### src/rtl/bcd_countdown_timer_if.sv
// ---------------------------------------------------------------------------
// bcd_countdown_timer_if
//   Control and status bundle for bcd_countdown_timer.
//   master : drives tick/count_up/load/load_value/start/stop/clear and
//            observes digits/running/paused/alarm/done_pulse/flash.
//   slave  : the timer core side (opposite directions).
// ---------------------------------------------------------------------------
interface bcd_countdown_timer_if #(
  parameter int unsigned NUM_DIGITS = 4
);
  logic                    tick;
  logic                    count_up;
  logic                    load;
  logic [4*NUM_DIGITS-1:0] load_value;
  logic                    start;
  logic                    stop;
  logic                    clear;
  logic [4*NUM_DIGITS-1:0] digits;
  logic                    running;
  logic                    paused;
  logic                    alarm;
  logic                    done_pulse;
  logic                    flash;

  modport master (
    output tick, count_up, load, load_value, start, stop, clear,
    input  digits, running, paused, alarm, done_pulse, flash
  );

  modport slave (
    input  tick, count_up, load, load_value, start, stop, clear,
    output digits, running, paused, alarm, done_pulse, flash
  );
endinterface

### src/rtl/bcd_countdown_timer.sv
// ---------------------------------------------------------------------------
// bcd_countdown_timer
//   Parametrised BCD countdown / stopwatch core with start/stop/clear
//   control, sticky alarm, one-cycle done pulse and a status-LED flash.
//
//   Ports:
//     clk   - system clock
//     reset - asynchronous, active-high reset
//     tmr   - bcd_countdown_timer_if.slave
//             inputs : tick, count_up, load, load_value, start, stop, clear
//             outputs: digits (BCD, digit 0 least significant), running,
//                      paused, alarm, done_pulse, flash (all registered)
//
//   Parameters:
//     NUM_DIGITS - number of BCD digits
//     DIGIT_MAX  - packed per-digit maximum, digit i at [4i+3:4i], 1..9
//
//   Per-cycle input priority: clear > load > stop > start > tick. The
//   winning input consumes the cycle even when it has no effect in the
//   current state (load in RUN is treated as absent).
// ---------------------------------------------------------------------------
module bcd_countdown_timer #(
  parameter int unsigned             NUM_DIGITS = 4,
  parameter logic [4*NUM_DIGITS-1:0] DIGIT_MAX  = 16'h5959
) (
  input  logic                 clk,
  input  logic                 reset,
  bcd_countdown_timer_if.slave tmr
);

  localparam int unsigned W = 4 * NUM_DIGITS;

  // Encoding chosen so running/paused/alarm are plain state register bits.
  typedef enum logic [2:0] {
    S_IDLE  = 3'b000,
    S_RUN   = 3'b001,
    S_PAUSE = 3'b010,
    S_DONE  = 3'b100
  } state_t;

  state_t         state_q;
  logic [W-1:0]   digits_q;
  logic           up_q;
  logic           flash_q;
  logic           done_pulse_q;

  logic [W-1:0]   dec_val;
  logic [W-1:0]   inc_val;
  logic [W-1:0]   clamp_val;
  logic           borrow;
  logic           carry;
  logic           dec_zero;
  logic           inc_full;

  // Ripple-borrow decrement, ripple-carry increment and per-nibble load
  // clamp, all evaluated against the current count.
  always_comb begin
    dec_val   = digits_q;
    inc_val   = digits_q;
    clamp_val = '0;
    borrow    = 1'b1;
    carry     = 1'b1;
    for (int unsigned i = 0; i < NUM_DIGITS; i++) begin
      if (borrow) begin
        if (digits_q[4*i +: 4] == 4'd0) begin
          dec_val[4*i +: 4] = DIGIT_MAX[4*i +: 4];
        end else begin
          dec_val[4*i +: 4] = digits_q[4*i +: 4] - 4'd1;
          borrow            = 1'b0;
        end
      end
      if (carry) begin
        if (digits_q[4*i +: 4] == DIGIT_MAX[4*i +: 4]) begin
          inc_val[4*i +: 4] = 4'd0;
        end else begin
          inc_val[4*i +: 4] = digits_q[4*i +: 4] + 4'd1;
          carry             = 1'b0;
        end
      end
      if (tmr.load_value[4*i +: 4] > DIGIT_MAX[4*i +: 4]) begin
        clamp_val[4*i +: 4] = DIGIT_MAX[4*i +: 4];
      end else begin
        clamp_val[4*i +: 4] = tmr.load_value[4*i +: 4];
      end
    end
    dec_zero = (dec_val == '0);
    inc_full = (inc_val == DIGIT_MAX);
  end

  always_ff @(posedge clk or posedge reset) begin
    if (reset) begin
      state_q      <= S_IDLE;
      digits_q     <= '0;
      up_q         <= 1'b0;
      flash_q      <= 1'b0;
      done_pulse_q <= 1'b0;
    end else begin
      done_pulse_q <= 1'b0;
      if (tmr.clear) begin
        digits_q <= '0;
        state_q  <= S_IDLE;
        flash_q  <= 1'b0;
      end else if (tmr.load && (state_q != S_RUN)) begin
        digits_q <= clamp_val;
        state_q  <= S_IDLE;
        flash_q  <= 1'b0;
      end else if (tmr.stop) begin
        if (state_q == S_RUN) begin
          state_q <= S_PAUSE;
          flash_q <= 1'b0;
        end
      end else if (tmr.start) begin
        case (state_q)
          S_IDLE: begin
            // A countdown from zero would finish immediately; refuse it.
            if (tmr.count_up || (digits_q != '0)) begin
              state_q <= S_RUN;
              up_q    <= tmr.count_up;
            end
          end
          S_PAUSE: state_q <= S_RUN;
          S_DONE: begin
            state_q <= S_IDLE;
            flash_q <= 1'b0;
          end
          default: ;
        endcase
      end else if (tmr.tick) begin
        case (state_q)
          S_RUN: begin
            flash_q <= ~flash_q;
            if (up_q) begin
              digits_q <= inc_val;
              if (inc_full) begin
                state_q      <= S_DONE;
                done_pulse_q <= 1'b1;
              end
            end else begin
              digits_q <= dec_val;
              if (dec_zero) begin
                state_q      <= S_DONE;
                done_pulse_q <= 1'b1;
              end
            end
          end
          S_DONE:  flash_q <= ~flash_q;
          default: ;
        endcase
      end
    end
  end

  assign tmr.digits     = digits_q;
  assign tmr.running    = state_q[0];
  assign tmr.paused     = state_q[1];
  assign tmr.alarm      = state_q[2];
  assign tmr.done_pulse = done_pulse_q;
  assign tmr.flash      = flash_q;

endmodule

### src/flat_wrapper.sv
// flat-port wrapper written by rule: the top's interface ports become plain ports
module bcd_countdown_timer_flat 
#(
  parameter int unsigned             NUM_DIGITS = 4,
  parameter logic [4*NUM_DIGITS-1:0] DIGIT_MAX  = 16'h5959
)
  (clk, reset, tmr_tick, tmr_count_up, tmr_load, tmr_load_value, tmr_start, tmr_stop, tmr_clear, tmr_digits, tmr_running, tmr_paused, tmr_alarm, tmr_done_pulse, tmr_flash);
  bcd_countdown_timer_if #(.NUM_DIGITS(NUM_DIGITS)) tmr_i ();
  input  logic clk;
  input  logic reset;
  input wire logic [$bits(tmr_i.tick)-1:0] tmr_tick;
  input wire logic [$bits(tmr_i.count_up)-1:0] tmr_count_up;
  input wire logic [$bits(tmr_i.load)-1:0] tmr_load;
  input wire logic [$bits(tmr_i.load_value)-1:0] tmr_load_value;
  input wire logic [$bits(tmr_i.start)-1:0] tmr_start;
  input wire logic [$bits(tmr_i.stop)-1:0] tmr_stop;
  input wire logic [$bits(tmr_i.clear)-1:0] tmr_clear;
  output wire logic [$bits(tmr_i.digits)-1:0] tmr_digits;
  output wire logic [$bits(tmr_i.running)-1:0] tmr_running;
  output wire logic [$bits(tmr_i.paused)-1:0] tmr_paused;
  output wire logic [$bits(tmr_i.alarm)-1:0] tmr_alarm;
  output wire logic [$bits(tmr_i.done_pulse)-1:0] tmr_done_pulse;
  output wire logic [$bits(tmr_i.flash)-1:0] tmr_flash;
  assign tmr_i.tick = tmr_tick;
  assign tmr_i.count_up = tmr_count_up;
  assign tmr_i.load = tmr_load;
  assign tmr_i.load_value = tmr_load_value;
  assign tmr_i.start = tmr_start;
  assign tmr_i.stop = tmr_stop;
  assign tmr_i.clear = tmr_clear;
  assign tmr_digits = tmr_i.digits;
  assign tmr_running = tmr_i.running;
  assign tmr_paused = tmr_i.paused;
  assign tmr_alarm = tmr_i.alarm;
  assign tmr_done_pulse = tmr_i.done_pulse;
  assign tmr_flash = tmr_i.flash;
  bcd_countdown_timer #(.NUM_DIGITS(NUM_DIGITS), .DIGIT_MAX(DIGIT_MAX)) u_core (.clk(clk), .reset(reset), .tmr(tmr_i));
endmodule
### config.mk
export PLATFORM = sky130hd
export DESIGN_NAME = bcd_countdown_timer_flat
export DESIGN_NICKNAME = d
export VERILOG_FILES = /design/src/rtl/bcd_countdown_timer_if.sv /design/src/rtl/bcd_countdown_timer.sv /design/src/flat_wrapper.sv
export SDC_FILE = /design/constraint.sdc
export NUM_CORES = 1
export LEC_CHECK = 0
export BUFFER_PORTS_ARGS = -buffer_cell sky130_fd_sc_hd__buf_2
export CORE_MARGIN = 5
export CORE_UTILIZATION = 55
export DETAILED_ROUTE_END_ITERATION = 6
export PLACE_DENSITY = 0.81
export SLEW_MARGIN = 30
export SYNTH_ARGS = -nofsm -noshare
export SYNTH_HDL_FRONTEND = slang
export SYNTH_SLANG_ARGS = --single-unit
### constraint.sdc
create_clock -name clk -period 6.2 [get_ports clk]
set_input_delay 0.62 -clock clk [delete_from_list [all_inputs] [get_ports clk]]
set_output_delay 0.62 -clock clk [all_outputs]
set_load 0.01 [all_outputs]
Yosys cells after proc, flatten, opt, wreduce, memory -nomap -nowiden
Cells that the tools add are included.
{ "op_classes": {"add_sub_neg": 8, "mux": 64, "n_eq_ne": 16, "reduce_logical": 20, "magnitude_cmp": 4, "bitwise": 4} }
{ "op_table": {"columns": ["op", "count"], "rows": [
  ["$mux W16", 7],
  ["$mux W4", 18],
  ["$mux W3", 11],
  ["$mux W1", 27],
  ["$add A4 B1 Y4 const B", 4],
  ["$eq A16 B15 Y1 const B", 1],
  ["$logic_not A16 Y1", 1],
  ["$logic_not A4 Y1", 4],
  ["$reduce_bool A16 Y1", 1],
  ["$sub A4 B1 Y4 const B", 4],
  ["$reduce_bool A5 Y1", 2],
  ["$ne A3 B1 Y1 const B", 3],
  ["$pmux W3 S3", 1],
  ["$eq A4 B3 Y1 const B", 2],
  ["$eq A4 B4 Y1 const B", 2],
  ["$gt A4 B3 Y1 const B", 2],
  ["$gt A4 B4 Y1 const B", 2],
  ["$reduce_and A4 Y1", 2],
  ["$ne A7 B1 Y1 const B", 1],
  ["$reduce_and A7 Y1", 1],
  ["$ne A6 B4 Y1 const B", 1],
  ["$ne A6 B6 Y1 const B", 1],
  ["$reduce_and A6 Y1", 1],
  ["$reduce_bool A3 Y1", 2],
  ["other kinds (12)", 15]
]} }
{ "word_totals": {"register_bits": 22, "wordCells": 121, "input_bits": 24} }

Logic depth before layout (Yosys ltp)
{ "logic_depth": {"ltp_word": 14, "mapped_depth": 8, "ltp_nobuf": 6} }

Least setup slack after synthesis
No wires, ideal clock.
{ "synth_timing": {"path_type": "register to register", "start": "register u_core.digits_q[5] (netlist: u_core.tmr.digits[5])", "end": "register u_core.state_q[0]", "period_less_slack_ns": 2.402, "slack_ns": 3.798, "arrival_time_ns": 2.278, "path_stages_with_launch": 7, "setup_time_ns": 0.124, "path_cell_list": "dfrtp_1 or4_4 nor4b_4 nand2_2 or3_4 and3_1 a211o_1"} }
{ "synth_between": {"elab_chain_len": 8, "word_cells_on_any_way": 26} }
{ "synth_rtl": {"columns": ["item", "line", "text"], "rows": [
  ["start: declaration", "bcd_countdown_timer.sv:42", "logic [W-1:0] digits_q;"],
  ["start signal: assignment", "bcd_countdown_timer.sv:104", "digits_q <= clamp_val;"],
  ["start signal: assignment", "bcd_countdown_timer.sv:133", "digits_q <= inc_val;"],
  ["start signal: assignment", "bcd_countdown_timer.sv:139", "digits_q <= dec_val;"],
  ["$eq A4 B3 Y1 or $logic_not A4 Y1 (tied branches)", "bcd_countdown_timer.sv:73, bcd_countdown_timer.sv:65", null],
  ["$mux W1 (on tied branches)", "bcd_countdown_timer.sv:73, bcd_countdown_timer.sv:65", null],
  ["$mux W1 (on tied branches) (2 in a row)", "bcd_countdown_timer.sv:72, bcd_countdown_timer.sv:64", null],
  ["$mux W4 (on tied branches)", "bcd_countdown_timer.sv:72, bcd_countdown_timer.sv:64", null],
  ["$eq A16 B15 Y1 or $logic_not A16 Y1 (tied branches)", "bcd_countdown_timer.sv:87, bcd_countdown_timer.sv:86", null],
  ["$ne A6 B6 Y1 (no line) or $reduce_bool A6 Y1 (tied branches)", null, null],
  ["$reduce_and A7 Y1 (no line) *", null, null],
  ["end signal: assignment", "bcd_countdown_timer.sv:92", "state_q <= S_IDLE;"],
  ["end signal: assignment", "bcd_countdown_timer.sv:101", "state_q <= S_IDLE;"],
  ["end signal: assignment", "bcd_countdown_timer.sv:105", "state_q <= S_IDLE;"],
  ["end: declaration", "bcd_countdown_timer.sv:41", "state_t state_q;"]
]} }
Mark *: on every way between the ends. The rest lies on a longest branch, timed or not.
A chain may end at the register's enable or synchronous reset.

Worst setup path in the final report
{ "layout_timing": {"start": "register u_core.up_q", "end": "register u_core.state_q[0]"} }
{ "layout_between": {"elab_chain_len": 7, "word_cells_on_any_way": 10} }
{ "layout_rtl": {"columns": ["item", "line", "text"], "rows": [
  ["start: declaration", "bcd_countdown_timer.sv:43", "logic up_q;"],
  ["start signal: assignment", "bcd_countdown_timer.sv:118", "up_q <= tmr.count_up;"],
  ["$mux W3", "bcd_countdown_timer.sv:132", "if (up_q) begin"],
  ["$mux W3", "bcd_countdown_timer.sv:129", "case (state_q)"],
  ["$mux W3", "bcd_countdown_timer.sv:128", "end else if (tmr.tick) begin"],
  ["$mux W3", "bcd_countdown_timer.sv:112", "end else if (tmr.start) begin"],
  ["$mux W3", "bcd_countdown_timer.sv:107", "end else if (tmr.stop) begin"],
  ["$mux W3", "bcd_countdown_timer.sv:103", "end else if (tmr.load && (state_q != S_RUN)) begin"],
  ["$mux W3", "bcd_countdown_timer.sv:99", "if (tmr.clear) begin"],
  ["end signal: assignment", "bcd_countdown_timer.sv:101", null],
  ["end signal: assignment", "bcd_countdown_timer.sv:105", null],
  ["end signal: assignment", "bcd_countdown_timer.sv:109", "state_q <= S_PAUSE;"]
]} }
Several ways; a longest one is shown, not always the timed one. The select of a mux whose other input is x is not followed.

==> flow_summary.ini <==
[timing]
fin_crit_ns = 2.89
fin_skew_ns = 0.00213
hold_ws_ns = 0.334
finalSetupViolCount = 0
worstMarginPinSlew_ns = 0.911
slew_headroom_pct = 39.3
max_clock_freq_mhz = 346
finalHoldViolCount = 0
finalCritPeriodShare_pct = 46.6
grt_setup_unrepaired = no
fin_tns_setup_ns = 0
slew_violations = 0

[setup_path]
crit_required_ns = 6.42
reg2regPathDepth = 6
start_kind = flop
r2r_slack_ns = 3.31
criticalPathCategory = reg2reg
end_kind = flop
path_max_fanout = 29
crit_arrival_ns = 3.11

[grt]
grt_pass1_vias = 1869
grt_overflow_total = 0
grt_antenna_before_repair = 0
grt_pass1_wl_um = 8760
grt_util_all_layers_pct = 21.7
grt_max_degree = 30

[place]
placedCellCount = 331
dp_hpwl_um = 3870
globalplace.congestion = 0.855
port_buffers = 44

[status]
status = complete, no violations

[layout]
multi_input_area_um2 = 1270
fin_nets = 314
drive_above_1_share_pct = 19.8
final_cells = 334
nFillCells = 334
area_growth_syn_to_layout_pct = 11.2
diodes = 0
layout.area.seq_um2 = 551
final_util_pct = 63.8

[die]
start_util_pct = 57.4
die_area_um2 = 4830
die-height_um = 69.5
num_io_pins = 45
core-area_um2 = 3390
rows = 21
die_w_um = 69.5

[clock_network]
clock_latency_ns = 0.32
cts_tree = built
clkSlewWorstSetupHoldPaths_ns = 0.13
postCtsSetupBuffers = 0
htreeDepth = 1
postCtsHoldBufs = 0
ctsResizeCount = 0
cts_root_buf = clkbuf_4
cts_buffers = 3
cts_sinks = 22
clockBufferDepth = 2

[yosys]
ys.flop_type = dfrtp_1
synth_area_per_cell_um2 = 7.43
synth_area_um2 = 1950
yosys-top-cells-area = dfrtp_1 28%, nor2_1 5.2%, o21ai_0 4.6%, nand2_1 4.4%, a21oi_1 4.4%
synth-seq-area-share_pct = 28.3
synth_top_area_share_pct = 28.3
async_flop_share_pct = 100
synthCells = 262
ys_ff_latch = 22
synth_cell_types = 52
synthesis.nets = 286
synth-edff-count = 0
yosysWarningCount = 0
synth_top_cell_by_area = dfrtp_1

[drt]
drtAntennaViolNets = 0
routed_wl_um = 5330
drc = 0
drt_pass1_iterations = 4
vias = 2108
vias_per_cell = 6.31
dr.first_iter.drc_count = 187
routedWlPerCell_um = 16.0

[power]
cellLeakagePower_nw = 0.917
ir_drop_v = 0.0000846
pwr_density_cell_nw_per_um2 = 171

[flow_run]
cap_violations = 0

[hold_path]
min_path_type = in2async
[worst paths after layout]
| kind | endpoint | startpoint |
|---|---|---|
| min in group clk | u_core.tmr.digits[9] | tmr_load_value[9] |
| worst min-delay path | u_core.tmr.digits[14] | reset |
| worst max-delay path | u_core.state_q[0] | u_core.up_q |
| max in group asynchronous | u_core.tmr.digits[10] | reset |
| worst min register to register | u_core.tmr.flash | u_core.tmr.flash |
| worst max register to register | u_core.state_q[0] | u_core.up_q |
[worst max-delay path, stage by stage, from the launching register on]
cell,delay [ns]
dfrtp_1,0.96
nand4_1,0.15
or4b_2,0.64
a211o_1,0.32
o31ai_1,0.34
nor2_1,0.08
a211o_1,0.29
[metrics by stage]
step	worst slack, ns	cell area [um2]	power [mW]
2_1_floorplan	3.80	1950	0.269
3_3_place_gp	3.53	2140	0.300
3_5_place_dp	3.37	2140	0.303
4_1_cts	3.37	2160	0.368
5_1_grt	3.19	2160	0.392
6_report	3.31	2160	0.370
[power by group]
| group | switching (mW) | total, mW | internal [mW] |
|---|---|---|---|
| sequential | 0.0351 | 0.187 | 0.152 |
| combinational | 0.0627 | 0.114 | 0.0513 |
| clock | 0.0460 | 0.0687 | 0.0228 |
[cell usage after synthesis, drive strengths merged (3+ instances only)]
| library cell | number |
|---|---|
| or3 | 7 |
| nand2 | 24 |
| nand4 | 5 |
| nor2 | 27 |
| o21ai | 18 |
| buf | 4 |
| dfrtp | 22 |
| or2 | 3 |
| a211o | 4 |
| o31ai | 5 |
| a2111oi | 3 |
| nand3 | 8 |
| nor3 | 12 |
| clkbuf | 17 |
| xnor2 | 6 |
| nand2b | 3 |
| nor4 | 7 |
| nor2b | 4 |
| xor2 | 4 |
| a21oi | 17 |
| a211oi | 7 |
| inv | 10 |
| a31oi | 8 |
| and3 | 5 |
| mux2i | 3 |
[cell usage in the layout (no fill, tap or decap), types with 2 or more instances in the layout]
cell / Yosys / final
or4b_2: 2 / 2
nor3_1: 12 / 12
a31oi_1: 8 / 8
a2111oi_0: 3 / 3
buf_2: 3 / 44
or2_2: 3 / 3
clkbuf_4: 0 / 3
a22oi_1: 2 / 2
nor2b_1: 4 / 4
nand2b_1: 3 / 3
nor4_1: 6 / 6
mux2i_1: 3 / 3
or3_1: 6 / 6
o22ai_1: 2 / 2
inv_1: 10 / 9
nor2_1: 27 / 27
nand2_1: 23 / 23
a21oi_1: 17 / 17
nand3_1: 8 / 8
and3_1: 5 / 5
dfrtp_1: 22 / 22
a21boi_0: 2 / 2
xnor2_1: 6 / 6
o31ai_1: 5 / 5
a211o_1: 4 / 4
a211oi_1: 7 / 7
o21ai_0: 18 / 18
a221o_1: 2 / 2
xor2_1: 4 / 4
nand4_1: 5 / 5
a22o_1: 2 / 2
[cells by family after synthesis]
group	Yosys count	share of synthesized area (%)
AO/OA/AOI/OAI	79	26.5
AND/OR/NAND/NOR	117	33.0
buffers and inverters	31	6.17
XOR/XNOR	10	4.50
flip-flops	22	28.3
multiplexers	3	1.54
[final cells by class]
type,instances,share of cell area [%]
clock buffer,3,1.04
inverter,10,1.74
multi-input combinational,209,58.9
timing repair buffer,44,10.2
tap,46,2.66
sequential,22,25.4
[registers in the layout, indices dropped and copies added (netlist names)]
name,count
u_core.state_q,3
u_core.tmr.flash,1
u_core.tmr.done_pulse,1
u_core.up_q,1
u_core.tmr.digits,16
[per-layer routing]
metal / vias up / part of all wire [%] / track usage, %
met5: - / 0 / 0
met4: 0 / 0.92 / 5.64
met3: 5 / 6.7 / 2.75
met2: 75 / 49 / 37.8
met1: 1006 / 43 / 28.0
li1: 1022 / - / -
No activity file was read; power rests on OpenSTA's default activity.
